File: src/rtl/connect_join.sv
`default_nettype none
// ============================================================================
//  Module   : connect_join
//  Purpose  : Merges CONNECT_NUM valid/ready token channels into one output
//             channel. One requester is granted per cycle and its token is
//             written, together with its channel index, into a 2-entry
//             output buffer that isolates the consumer's ready path.
//  Options  : CONNECT_JOIN_RR_EN defined   -> round-robin arbitration
//             CONNECT_JOIN_RR_EN undefined -> fixed priority (lowest index)
//  Revision : 1.0 - initial release
// ============================================================================
module connect_join #(
    parameter int DATA_WIDTH  = 32,
    parameter int CONNECT_NUM = 3,
    parameter int INDEX_WIDTH = 2
) (
    input  logic                              clk,
    input  logic                              rst_n,
    input  logic [CONNECT_NUM-1:0]            receive_valid,
    input  logic [DATA_WIDTH*CONNECT_NUM-1:0] receive_data,
    output logic [CONNECT_NUM-1:0]            receive_ready,
    output logic                              send_valid,
    output logic [DATA_WIDTH-1:0]             send_data,
    output logic [INDEX_WIDTH-1:0]            send_index,
    input  logic                              send_ready
);

    // One extra bit so that (start + offset) cannot overflow before the wrap
    localparam logic [INDEX_WIDTH:0]   C_NUM  = (INDEX_WIDTH+1)'(CONNECT_NUM);
    localparam logic [INDEX_WIDTH-1:0] C_LAST = INDEX_WIDTH'(CONNECT_NUM - 1);

    logic [DATA_WIDTH-1:0]  r_mem_data  [2];
    logic [INDEX_WIDTH-1:0] r_mem_index [2];
    logic                   r_head;
    logic                   r_tail;
    logic [1:0]             r_count;

    logic [INDEX_WIDTH-1:0] w_start;
    logic [INDEX_WIDTH:0]   w_cand;
    logic [INDEX_WIDTH-1:0] w_grant_index;
    logic                   w_found;
    logic                   w_accept;
    logic                   w_push;
    logic                   w_pop;
    logic [DATA_WIDTH-1:0]  w_push_data;

`ifdef CONNECT_JOIN_RR_EN
    logic [INDEX_WIDTH-1:0] r_ptr;

    assign w_start = r_ptr;

    // Round-robin pointer: the next search starts just past the last winner
    always_ff @(posedge clk or negedge rst_n) begin
        if (!rst_n) begin
            r_ptr <= '0;
        end else if (w_push) begin
            r_ptr <= (w_grant_index == C_LAST) ? '0 : w_grant_index + 1'b1;
        end
    end
`else
    // Fixed priority is a search that always starts at channel 0
    assign w_start = '0;
`endif

    // Buffer has room only when fewer than two tokens are held; reset forces
    // the grant low combinationally so nothing is accepted while in reset
    assign w_accept = (r_count != 2'd2) && rst_n;

    // Search valid channels starting at w_start, wrapping modulo CONNECT_NUM
    always_comb begin
        w_found       = 1'b0;
        w_grant_index = '0;
        w_cand        = '0;
        for (int k = 0; k < CONNECT_NUM; k++) begin
            w_cand = {1'b0, w_start} + (INDEX_WIDTH+1)'(k);
            if (w_cand >= C_NUM) begin
                w_cand = w_cand - C_NUM;
            end
            if (!w_found && receive_valid[w_cand[INDEX_WIDTH-1:0]]) begin
                w_found       = 1'b1;
                w_grant_index = w_cand[INDEX_WIDTH-1:0];
            end
        end
    end

    // One-hot grant at the selected channel, or all zero
    always_comb begin
        receive_ready = '0;
        if (w_accept && w_found) begin
            receive_ready[w_grant_index] = 1'b1;
        end
    end

    assign w_push      = w_accept && w_found;
    assign w_pop       = send_valid && send_ready;
    assign w_push_data = receive_data[DATA_WIDTH*w_grant_index +: DATA_WIDTH];

    // Outputs come straight from registered storage, never from receive_*
    assign send_valid = (r_count != 2'd0);
    assign send_data  = r_mem_data[r_head];
    assign send_index = r_mem_index[r_head];

    // Two-entry FIFO: write at tail on push, advance head on pop
    always_ff @(posedge clk or negedge rst_n) begin
        if (!rst_n) begin
            r_mem_data[0]  <= '0;
            r_mem_data[1]  <= '0;
            r_mem_index[0] <= '0;
            r_mem_index[1] <= '0;
            r_head         <= 1'b0;
            r_tail         <= 1'b0;
            r_count        <= 2'd0;
        end else begin
            if (w_push) begin
                r_mem_data[r_tail]  <= w_push_data;
                r_mem_index[r_tail] <= w_grant_index;
                r_tail              <= ~r_tail;
            end
            if (w_pop) begin
                r_head <= ~r_head;
            end
            case ({w_push, w_pop})
                2'b10:   r_count <= r_count + 2'd1;
                2'b01:   r_count <= r_count - 2'd1;
                default: r_count <= r_count;
            endcase
        end
    end

endmodule
`default_nettype wire

File: config.mk
export PLATFORM = sky130hd
export DESIGN_NAME = connect_join
export DESIGN_NICKNAME = d
export VERILOG_FILES = /design/src/rtl/connect_join.sv
export SDC_FILE = /design/constraint.sdc
export NUM_CORES = 1
export LEC_CHECK = 0
export BUFFER_PORTS_ARGS = -buffer_cell sky130_fd_sc_hd__buf_2
export CAP_MARGIN = 15
export CORE_ASPECT_RATIO = 1.2
export CORE_UTILIZATION = 48
export CTS_BUF_LIST = sky130_fd_sc_hd__clkbuf_4 sky130_fd_sc_hd__clkbuf_8
export DETAILED_ROUTE_END_ITERATION = 10
export GPL_TIMING_DRIVEN = 0
export PLACE_DENSITY_LB_ADDON = 0.15
export RECOVER_POWER = 25
export SETUP_SLACK_MARGIN = 0.3
export SLEW_MARGIN = 20
export SYNTH_ARGS = -nofsm -noshare
export SYNTH_HDL_FRONTEND = slang
export SYNTH_SLANG_ARGS = --single-unit
export TNS_END_PERCENT = 5
File: constraint.sdc
create_clock -name clk -period 1.9 [get_ports clk]
set_clock_uncertainty 0.2 [all_clocks]
set_input_delay 0.285 -clock clk [delete_from_list [all_inputs] [get_ports clk]]
set_output_delay 0.285 -clock clk [all_outputs]
set_load 0.005 [all_outputs]
==> metrics.csv, run 1 <==
metric,value,unit
vias after detailed routing,4993,
endpoint type of the worst setup path,output pin,
prevailing post-synth register cell,dfrtp_1,
commonest cells in the synthesized netlist,"dfrtp_1 (72), o41ai_1 (64), o31ai_1 (57), clkbuf_1 (45), mux2_2 (38)",
endpoints failing setup,44,
fraction of registers with async set/reset,1.00,
Hold Startpoint,receive_data[55],
average wire length per cell after detail routing,23.9,µm
post-synthesis instance total,452,
source of the worst register-to-register timing path,r_tail,
failing checks,setup timing,
synthesized cell area,4590,µm²
share of layout cells above drive strength 1,0.647,
transition time at the pin with the least slew margin,1000,ps
total length of routed wires,17700,µm
Total GRT Usage,0.324,
top post-synthesis cells by area,"dfrtp_1 (39%), o41ai_1 (12%), mux2_2 (9.3%)",
Max Cap Violations,0,
minimum clock period after layout,2000,ps
total DRC errors in the routed layout,0,
max-slew violation count,0,
YS warnings,0,
count of inserted antenna diode cells,0,
post-synth cell types,28,
worst hold path type,in2reg,
overflow left after global routing,0,
clock slew at reported path FFs,70,ps
effective utilization at floorplan,0.501,
cell type contributing the most total cell area after synthesis,dfrtp_1,
Cell Pwr Density,1500,nW/µm²
Inserted Clock Buffers,9,
DRT Pass-1 Iters,5,
library cell with the highest instance count after synthesis,dfrtp_1,
wire length of the first global-routing pass,24700,µm
DR vias/cell,6.75,
mean cell area of the mapped netlist,10.2,µm²
vias in the first global route,4804,
final standard cell utilization of the core,0.784,
R2R Setup Slk,-10,ps
Rows,38,
Design Power,10.8,mW
max_slew headroom,0.329,
core outline area,9180,µm²
Critical Path AT,1510,ps
H-Tree Level Count,3,
# port buffers,137,
endpoint with the worst hold slack,r_mem_data[55],
share of the synthesized area in the top cell type,0.392,
cell internal pwr,6.61,mW
count of cells along the worst hold path,3,
final hold viol count,0,
sequential share of power,0.265,
Seq cells post-synth,72,
net switching power figure,4.19,mW
capture point of the worst reg-to-reg path,r_mem_data[50],
number of antenna-violating nets in the routed design,0,
CTS tree,yes,
fraction of power spent switching nets,0.388,
cell leakage power,3.08,nW
clock network power share,0.108,
Post-Synthesis Net Count,555,
Die Y-Extent,109,µm
Startpoint Class,flop,
post-route setup slack,-98.4,ps
Synth-to-Final Area Change,56.6,%
sequential area share after synthesis,0.392,
number of I/O pins,140,
required time at the endpoint of the critical path,1410,ps
horizontal extent of the die,91.3,µm
Layout Nets,719,
r2r worst-path depth,5,
CTS root buf,clkbuf_8,
DP Wirelength,10200,µm
result of the run,"finished, violations left",
pin count of the biggest net entering global routing,41,
final estimated routing congestion in global placement,0.851,
RSZ-0062 raised after global routing,true,
peak supply drop,0.000698,V
share of the clock period used by the worst path,1.05,
Max Clk Rate,500,MHz
clock network latency to the later pin of the worst-skew pair,360,ps
fraction of power consumed by combinational cells,0.627,
initial antenna violation count,0,
Die ar.,9970,µm²
drt first-iter violations,313,
Post-synth EDFFs,0,
start-to-end type of the worst setup path,reg2out,
maximum number of buffers from clock root to sink,2,
count of clock tree sinks,72,
maximum fanout count along the critical path,8,
worst max-delay path: stages, from the launching register on:
cell and delay, ps:
dfrtp_1 390, buf_8 160, clkbuf_16 170, mux2_4 320, buf_6 120
metal layers:
metal	vias up	track usage	wire [µm]
li1	2148	-	-
met5	-	0	0
met2	289	0.560	9010
met4	0	0.176	565
met3	49	0.0425	1230
met1	2507	0.395	6920
power by group through the flow:
| stage | clock network (mW) | logic [mW] | registers, mW |
|---|---|---|---|
| 3_5_place_dp | 0 | 4.04 | 2.67 |
| 3_3_place_gp | 0 | 3.98 | 2.62 |
| 4_1_cts | 1.15 | 5.30 | 2.74 |
| 2_1_floorplan | 0 | 2.74 | 2.56 |
| 5_1_grt | 1.24 | 7.09 | 2.91 |
| 6_report | 1.17 | 6.77 | 2.87 |
registers in the layout, summed over array words and instances (netlist names):
| signal | count |
|---|---|
| r_head | 1 |
| r_mem_index | 4 |
| r_mem_data | 64 |
| r_tail | 1 |
| r_count | 2 |
worst max-delay path by stage:
stage          slack, ps        from              to
6_report            -100      r_head   send_data[12]
5_1_grt             -120      r_head   send_data[21]
4_1_cts             -110      r_head    send_data[4]
3_5_place_dp        -730       rst_n  r_mem_data[30]
3_3_place_gp       -1450       rst_n  r_mem_data[24]
2_1_floorplan        170  r_count[1]   r_mem_data[2]
logic make-up after synthesis:
logic type | after synthesis | synth area share
xor+xnor | 5 | 0.00954
compound gates | 192 | 0.313
mux | 38 | 0.0932
flops | 72 | 0.392
fa+ha+maj | 1 | 0.00272
buf+inv | 65 | 0.0656
simple gates | 79 | 0.124
metrics by stage:
| step | worst slack (ps) | TNS (ps) | hold WS, ps | std cells | instance area (µm²) |
|---|---|---|---|---|---|
| floorplan | 173 | 0 | -211 | 452 | 4650 |
| detailed placement | -730 | -50460 | 63.9 | 710 | 5510 |
| global route | -122 | -6430 | 141 | 740 | 7190 |
| finish | -98.4 | -2530 | 106 | 740 | 7190 |
| global placement | -1450 | -105250 | 280 | 709 | 5490 |
| CTS | -111 | -3930 | -350 | 728 | 6570 |
layout by cell type (no fill, tap or decap), drive strengths merged:
cell type | netlist | routed
o22ai | 32 | 32
a21oi | 32 | 32
or3 | 1 | 1
ha | 1 | 1
or2 | 33 | 33
or3b | 32 | 32
xor2 | 2 | 2
o41ai | 64 | 64
inv | 3 | 3
clkdlybuf4s25 | 0 | 1
xnor2 | 3 | 3
and2 | 1 | 1
o31ai | 64 | 64
nor3b | 1 | 1
clkbuf | 45 | 60
nor2b | 3 | 3
buf | 17 | 166
or4 | 2 | 2
mux2 | 38 | 38
dlygate4sd3 | 0 | 3
nor2 | 3 | 3
nor3 | 1 | 1
nand2b | 2 | 2
dfrtp | 72 | 72
repair_timing:
action                     in CTS  in global routing
setup endpoints to repair     109                109
hold endpoints to repair       72                 72
setup buffers                   2                  3
hold buffers                    1                  3
gates resized for setup       158                105
gates cloned                    0                  6
pin swaps                      32                 15
cell type report:
cell class | instances | area [µm²]
Multi-Input combinational cell | 315 | 3440
Fill cell | 562 | 1990
Sequential cell | 72 | 1800
Timing Repair Buffer | 153 | 1050
Buffer | 62 | 547
Clock buffer | 15 | 181
Tap cell | 120 | 150
Inverter | 3 | 13.8
(Power assumes the default switching activity.)
==> run 2, diff against run 1 <==
--- a/config.mk
+++ b/config.mk
@@ -7,8 +7,10 @@
 export LEC_CHECK = 0
 export BUFFER_PORTS_ARGS = -buffer_cell sky130_fd_sc_hd__buf_2
 export CAP_MARGIN = 15
+export CELL_PAD_IN_SITES_DETAIL_PLACEMENT = 0
+export CELL_PAD_IN_SITES_GLOBAL_PLACEMENT = 1
 export CORE_ASPECT_RATIO = 1.2
-export CORE_UTILIZATION = 48
+export CORE_UTILIZATION = 37
 export CTS_BUF_LIST = sky130_fd_sc_hd__clkbuf_4 sky130_fd_sc_hd__clkbuf_8
 export DETAILED_ROUTE_END_ITERATION = 10
 export GPL_TIMING_DRIVEN = 0
==> metrics.csv, run 2 (synthesis results as in run 1) <==
metric,value,unit
transition time at the pin with the least slew margin,975,ps
endpoint type of the worst setup path,output pin,
result of the run,"finished, violations left",
minimum clock period after layout,2010,ps
failing checks,"hold timing, setup timing",
pin count of the biggest net entering global routing,39,
Layout Nets,709,
RSZ-0062 raised after global routing,true,
initial antenna violation count,0,
final estimated routing congestion in global placement,0.804,
DP Wirelength,11000,µm
vias in the first global route,4859,
average wire length per cell after detail routing,22.1,µm
worst-path cell with the longest stage delay,dfrtp_1,
CTS tree,yes,
peak supply drop,0.000606,V
clock network latency to the later pin of the worst-skew pair,360,ps
Layout fillers,1023,
maximum fanout count along the critical path,8,
max-slew violation count,0,
total length of routed wires,17000,µm
worst path cell trace,buf_8 > clkbuf_16 > mux2_4 > buf_6,
vias after detailed routing,4609,
cell leakage power,3.03,nW
final hold slack,-456,ps
max_slew headroom,0.350,
Max Cap Violations,0,
wire length of the first global-routing pass,25900,µm
endpoints failing setup,35,
instance area at placement,5560,µm²
required time at the endpoint of the critical path,1410,ps
share of the clock period used by the worst path,1.06,
"Design Area, Final",7210,µm²
maximum number of buffers from clock root to sink,2,
Rows,44,
post-layout instance count excluding filler cells,771,
Total GRT Usage,0.264,
total instance count after detailed placement,751,
core outline area,12100,µm²
H-Tree Level Count,3,
drt first-iter violations,198,
overflow left after global routing,0,
# port buffers,137,
"Largest stage delay, worst path",390,ps
final hold viol count,72,
clock slew at reported path FFs,70,ps
Synth-to-Final Area Change,57.0,%
share of layout cells above drive strength 1,0.682,
"leading cell type in the layout, fill and taps excluded",buf_2,
horizontal extent of the die,104,µm
Die ar.,12900,µm²
effective utilization at floorplan,0.379,
worst hold path type,in2async,
DR vias/cell,5.98,
Critical Path AT,1530,ps
DRT Pass-1 Iters,6,
start-to-end type of the worst setup path,reg2out,
CTS root buf,clkbuf_8,
Cell Pwr Density,1470,nW/µm²
Max Clk Rate,497,MHz
Inserted Clock Buffers,9,
most frequent cells in the layout,"buf_2 (121), dfrtp_1 (71), o31ai_2 (42)",
Die Y-Extent,124,µm
Startpoint Class,flop,
largest reg by FF count,r_mem_data,
Largest register FFs,64,
count of inserted antenna diode cells,0,
number of I/O pins,140,
largest registers,"r_mem_data (64), r_mem_index (4), r_count (2)",
pre-CTS WS,-842,ps
number of antenna-violating nets in the routed design,0,
post-route setup slack,-111,ps
total DRC errors in the routed layout,0,
count of clock tree sinks,72,
run 2: cell types whose count changed in the layout (fill, tap and decap cells not counted), moves of 3 or more:
cell and change:
o31ai_1 -11, o31ai_2 +11, o41ai_2 +11, o41ai_1 -10, mux2_2 +8, mux2_4 -8
buf_2 +5, buf_6 -4, clkbuf_2 -4, buf_1 +3, dlygate4sd3_1 -3
run 2: cell type report:
class / instances / area (µm²) / area share
buffer: 62 / 554 / 0.0769
clock buffer: 15 / 181 / 0.0252
inverter: 3 / 16.3 / 0.00226
multi-input combinational: 315 / 3540 / 0.491
sequential: 72 / 1800 / 0.250
tap: 161 / 201 / 0.0279
timing repair buffer: 143 / 913 / 0.127
run 2: repair_timing:
item	CTS	global route
buffers inserted	2	0
hold endpoints to repair	72	72
cloned	0	3
endpoints found under the setup margin	109	109
pin swaps	48	7
gates resized for setup	206	61
run 2: path summary, 6_finish.rpt:
check | startpoint | endpoint | slack (ps) | cells past startpoint
min | rst_n | r_mem_data[27] | -460 | 1
max in group asynchronous | rst_n | r_count[0] | 1470 | 2
max reg2reg | r_tail | r_mem_data[60] | -30 | 4
min in group clk | receive_data[35] | r_mem_data[3] | 100 | 3
max | r_head | send_data[5] | -110 | 4
min reg2reg | r_count[1] | r_count[1] | 300 | 1
run 2: through the flow:
step,setup TNS (ps),total power [mW],util,hold WS [ps]
finish,-2940,10.6,0.595,-456
global route,-5440,11.1,0.595,-442
CTS,-3300,9.69,0.569,-450
detailed placement,-56290,6.77,0.459,75.1
global placement,-112560,6.68,0.457,279
floorplan,0,5.30,-,-211
run 2: report_power, final:
part / switching (mW) / total [mW] / internal, mW
clock network: 0.563 / 1.16 / 0.599
logic: 2.98 / 6.60 / 3.62
registers: 0.549 / 2.83 / 2.28
total: 4.09 / 10.6 / 6.50
run 2: routing by layer:
metal | vias up | share of wire | track usage
met2 | 164 | 0.52 | 0.487
met4 | 0 | 0.016 | 0.0920
met3 | 22 | 0.057 | 0.0419
li1 | 2126 | - | -
met1 | 2297 | 0.41 | 0.315
met5 | - | 0 | 0
run 2: worst max-delay path, delay by kind of cell (launching register included):
kind,cells,cell delay [ps]
buffers and inverters,3,440
DFF,1,390
muxes,1,320
==> run 3, diff against run 2 <==
--- a/config.mk
+++ b/config.mk
@@ -7,7 +7,7 @@
 export LEC_CHECK = 0
 export BUFFER_PORTS_ARGS = -buffer_cell sky130_fd_sc_hd__buf_2
 export CAP_MARGIN = 15
-export CELL_PAD_IN_SITES_DETAIL_PLACEMENT = 0
+export CELL_PAD_IN_SITES_DETAIL_PLACEMENT = 1
 export CELL_PAD_IN_SITES_GLOBAL_PLACEMENT = 1
 export CORE_ASPECT_RATIO = 1.2
 export CORE_UTILIZATION = 37
==> metrics.csv, run 3 (synthesis results as in run 1) <==
metric,value,unit
R2R Setup Slk,-50,ps
number of I/O pins,140,
final hold viol count,0,
peak supply drop,0.000552,V
# port buffers,137,
capture point of the worst reg-to-reg path,r_mem_data[31],
Inserted Clock Buffers,9,
instance area at placement,5560,µm²
endpoints failing setup,40,
average wire length per cell after detail routing,24.5,µm
Layout Nets,718,
max_slew headroom,0.352,
worst hold path type,in2reg,
Rows,44,
transition time at the pin with the least slew margin,973,ps
clock slew at reported path FFs,90,ps
Cell Pwr Density,1550,nW/µm²
Die ar.,12900,µm²
most frequent cells in the layout,"buf_2 (123), dfrtp_1 (71), o31ai_2 (37)",
share of the clock period used by the worst path,1.07,
final estimated routing congestion in global placement,0.804,
Largest register FFs,64,
final hold slack,41.5,ps
CTS root buf,clkbuf_8,
Worst Setup EP,send_data[22],
count of clock tree sinks,72,
vias after detailed routing,4843,
post-route setup slack,-133,ps
start-to-end type of the worst setup path,reg2out,
count of inserted antenna diode cells,0,
minimum clock period after layout,2030,ps
total length of routed wires,19100,µm
max-slew violation count,0,
horizontal extent of the die,104,µm
r2r worst-path depth,5,
Critical Path AT,1550,ps
H-Tree Level Count,3,
pin count of the biggest net entering global routing,39,
wire length of the first global-routing pass,27900,µm
vias in the first global route,5242,
Total GRT Usage,0.283,
failing checks,setup timing,
total DRC errors in the routed layout,0,
Max Cap Violations,0,
DP Wirelength,11800,µm
drt first-iter violations,220,
CTS tree,yes,
"Design Area, Final",7180,µm²
core outline area,12100,µm²
source of the worst register-to-register timing path,r_count[1],
DRT Pass-1 Iters,4,
DR vias/cell,6.20,
Synth-to-Final Area Change,56.4,%
maximum number of buffers from clock root to sink,2,
effective utilization at floorplan,0.379,
Max Clk Rate,492,MHz
number of antenna-violating nets in the routed design,0,
endpoint type of the worst setup path,output pin,
Startpoint Class,flop,
initial antenna violation count,0,
Die Y-Extent,124,µm
share of layout cells above drive strength 1,0.655,
Critical path origin,r_head,
result of the run,"finished, violations left",
clock network latency to the later pin of the worst-skew pair,370,ps
largest reg by FF count,r_mem_data,
cell leakage power,3.05,nW
overflow left after global routing,0,
RSZ-0062 raised after global routing,true,
maximum fanout count along the critical path,8,
largest registers,"r_mem_data (64), r_mem_index (4), r_count (2)",
"leading cell type in the layout, fill and taps excluded",buf_2,
required time at the endpoint of the critical path,1410,ps
## run 3: final cells by class
cell class                 count  area, µm²
buffer                        62        520
clock buffer                  11        151
clock inverter                 5        150
fill                        1310       4930
inverter                       3       13.8
multi-input combinational    315       3360
sequential                    72       1800
tap                          161        201
timing repair buffer         152        978
## run 3: through the flow
| stage | TNS [ps] | setup slack [ps] | instances | power [mW] | utilization |
|---|---|---|---|---|---|
| 2_1_floorplan | 0 | 173 | 452 | 5.30 | - |
| 3_3_place_gp | -112560 | -1530 | 750 | 6.68 | 0.457 |
| 3_5_place_dp | -58940 | -877 | 751 | 6.85 | 0.459 |
| 4_1_cts | -3620 | -135 | 769 | 10.0 | 0.557 |
| 5_1_grt | -5400 | -150 | 781 | 11.6 | 0.593 |
| 6_report | -3800 | -133 | 781 | 11.2 | 0.593 |
## run 3: critical path: stages (launching register included)
cell,delay [ps]
dfrtp_1,410
buf_12,160
clkbuf_16,170
mux2_4,320
buf_6,120
## run 3: per-layer routing
metal  GRT usage  vias to the layer above  share of wire  routed length, µm
met5           0                        -              0                  0
met4       0.113                        0          0.024                468
met3      0.0288                       31          0.041                783
met2       0.542                      173           0.53              10100
met1       0.326                     2502           0.40               7730
li1            -                     2137              -                  -
## run 3: how the worst min path moves through the flow
stage                     cells past startpoint              to  slack (ps)           from
final                                         3          r_head          40     send_ready
after global routing                          3          r_head          70     send_ready
after CTS                                     1  r_mem_data[59]        -450          rst_n
after detailed placement                      1  r_mem_data[59]          80          rst_n
after global placement                        2   r_mem_data[2]         280  r_mem_data[2]
after floorplan                               0      r_count[0]        -210          rst_n
## run 3: timing repair
| action | 4_1_cts | 5_1_grt |
|---|---|---|
| setup endpoints to repair | 110 | 109 |
| gates cloned | 0 | 4 |
| setup buffers | 2 | 4 |
| resized for setup | 163 | 71 |
| endpoints found under the hold margin | 72 | 72 |
| pin swaps | 21 | 6 |
## run 3: report_power, final
| group | switching [mW] | leakage [nW] | internal, mW |
|---|---|---|---|
| Combinational | 3.01 | 2.01 | 3.48 |
| Clock | 0.621 | 0.150 | 1.21 |
| Sequential | 0.543 | 0.888 | 2.28 |
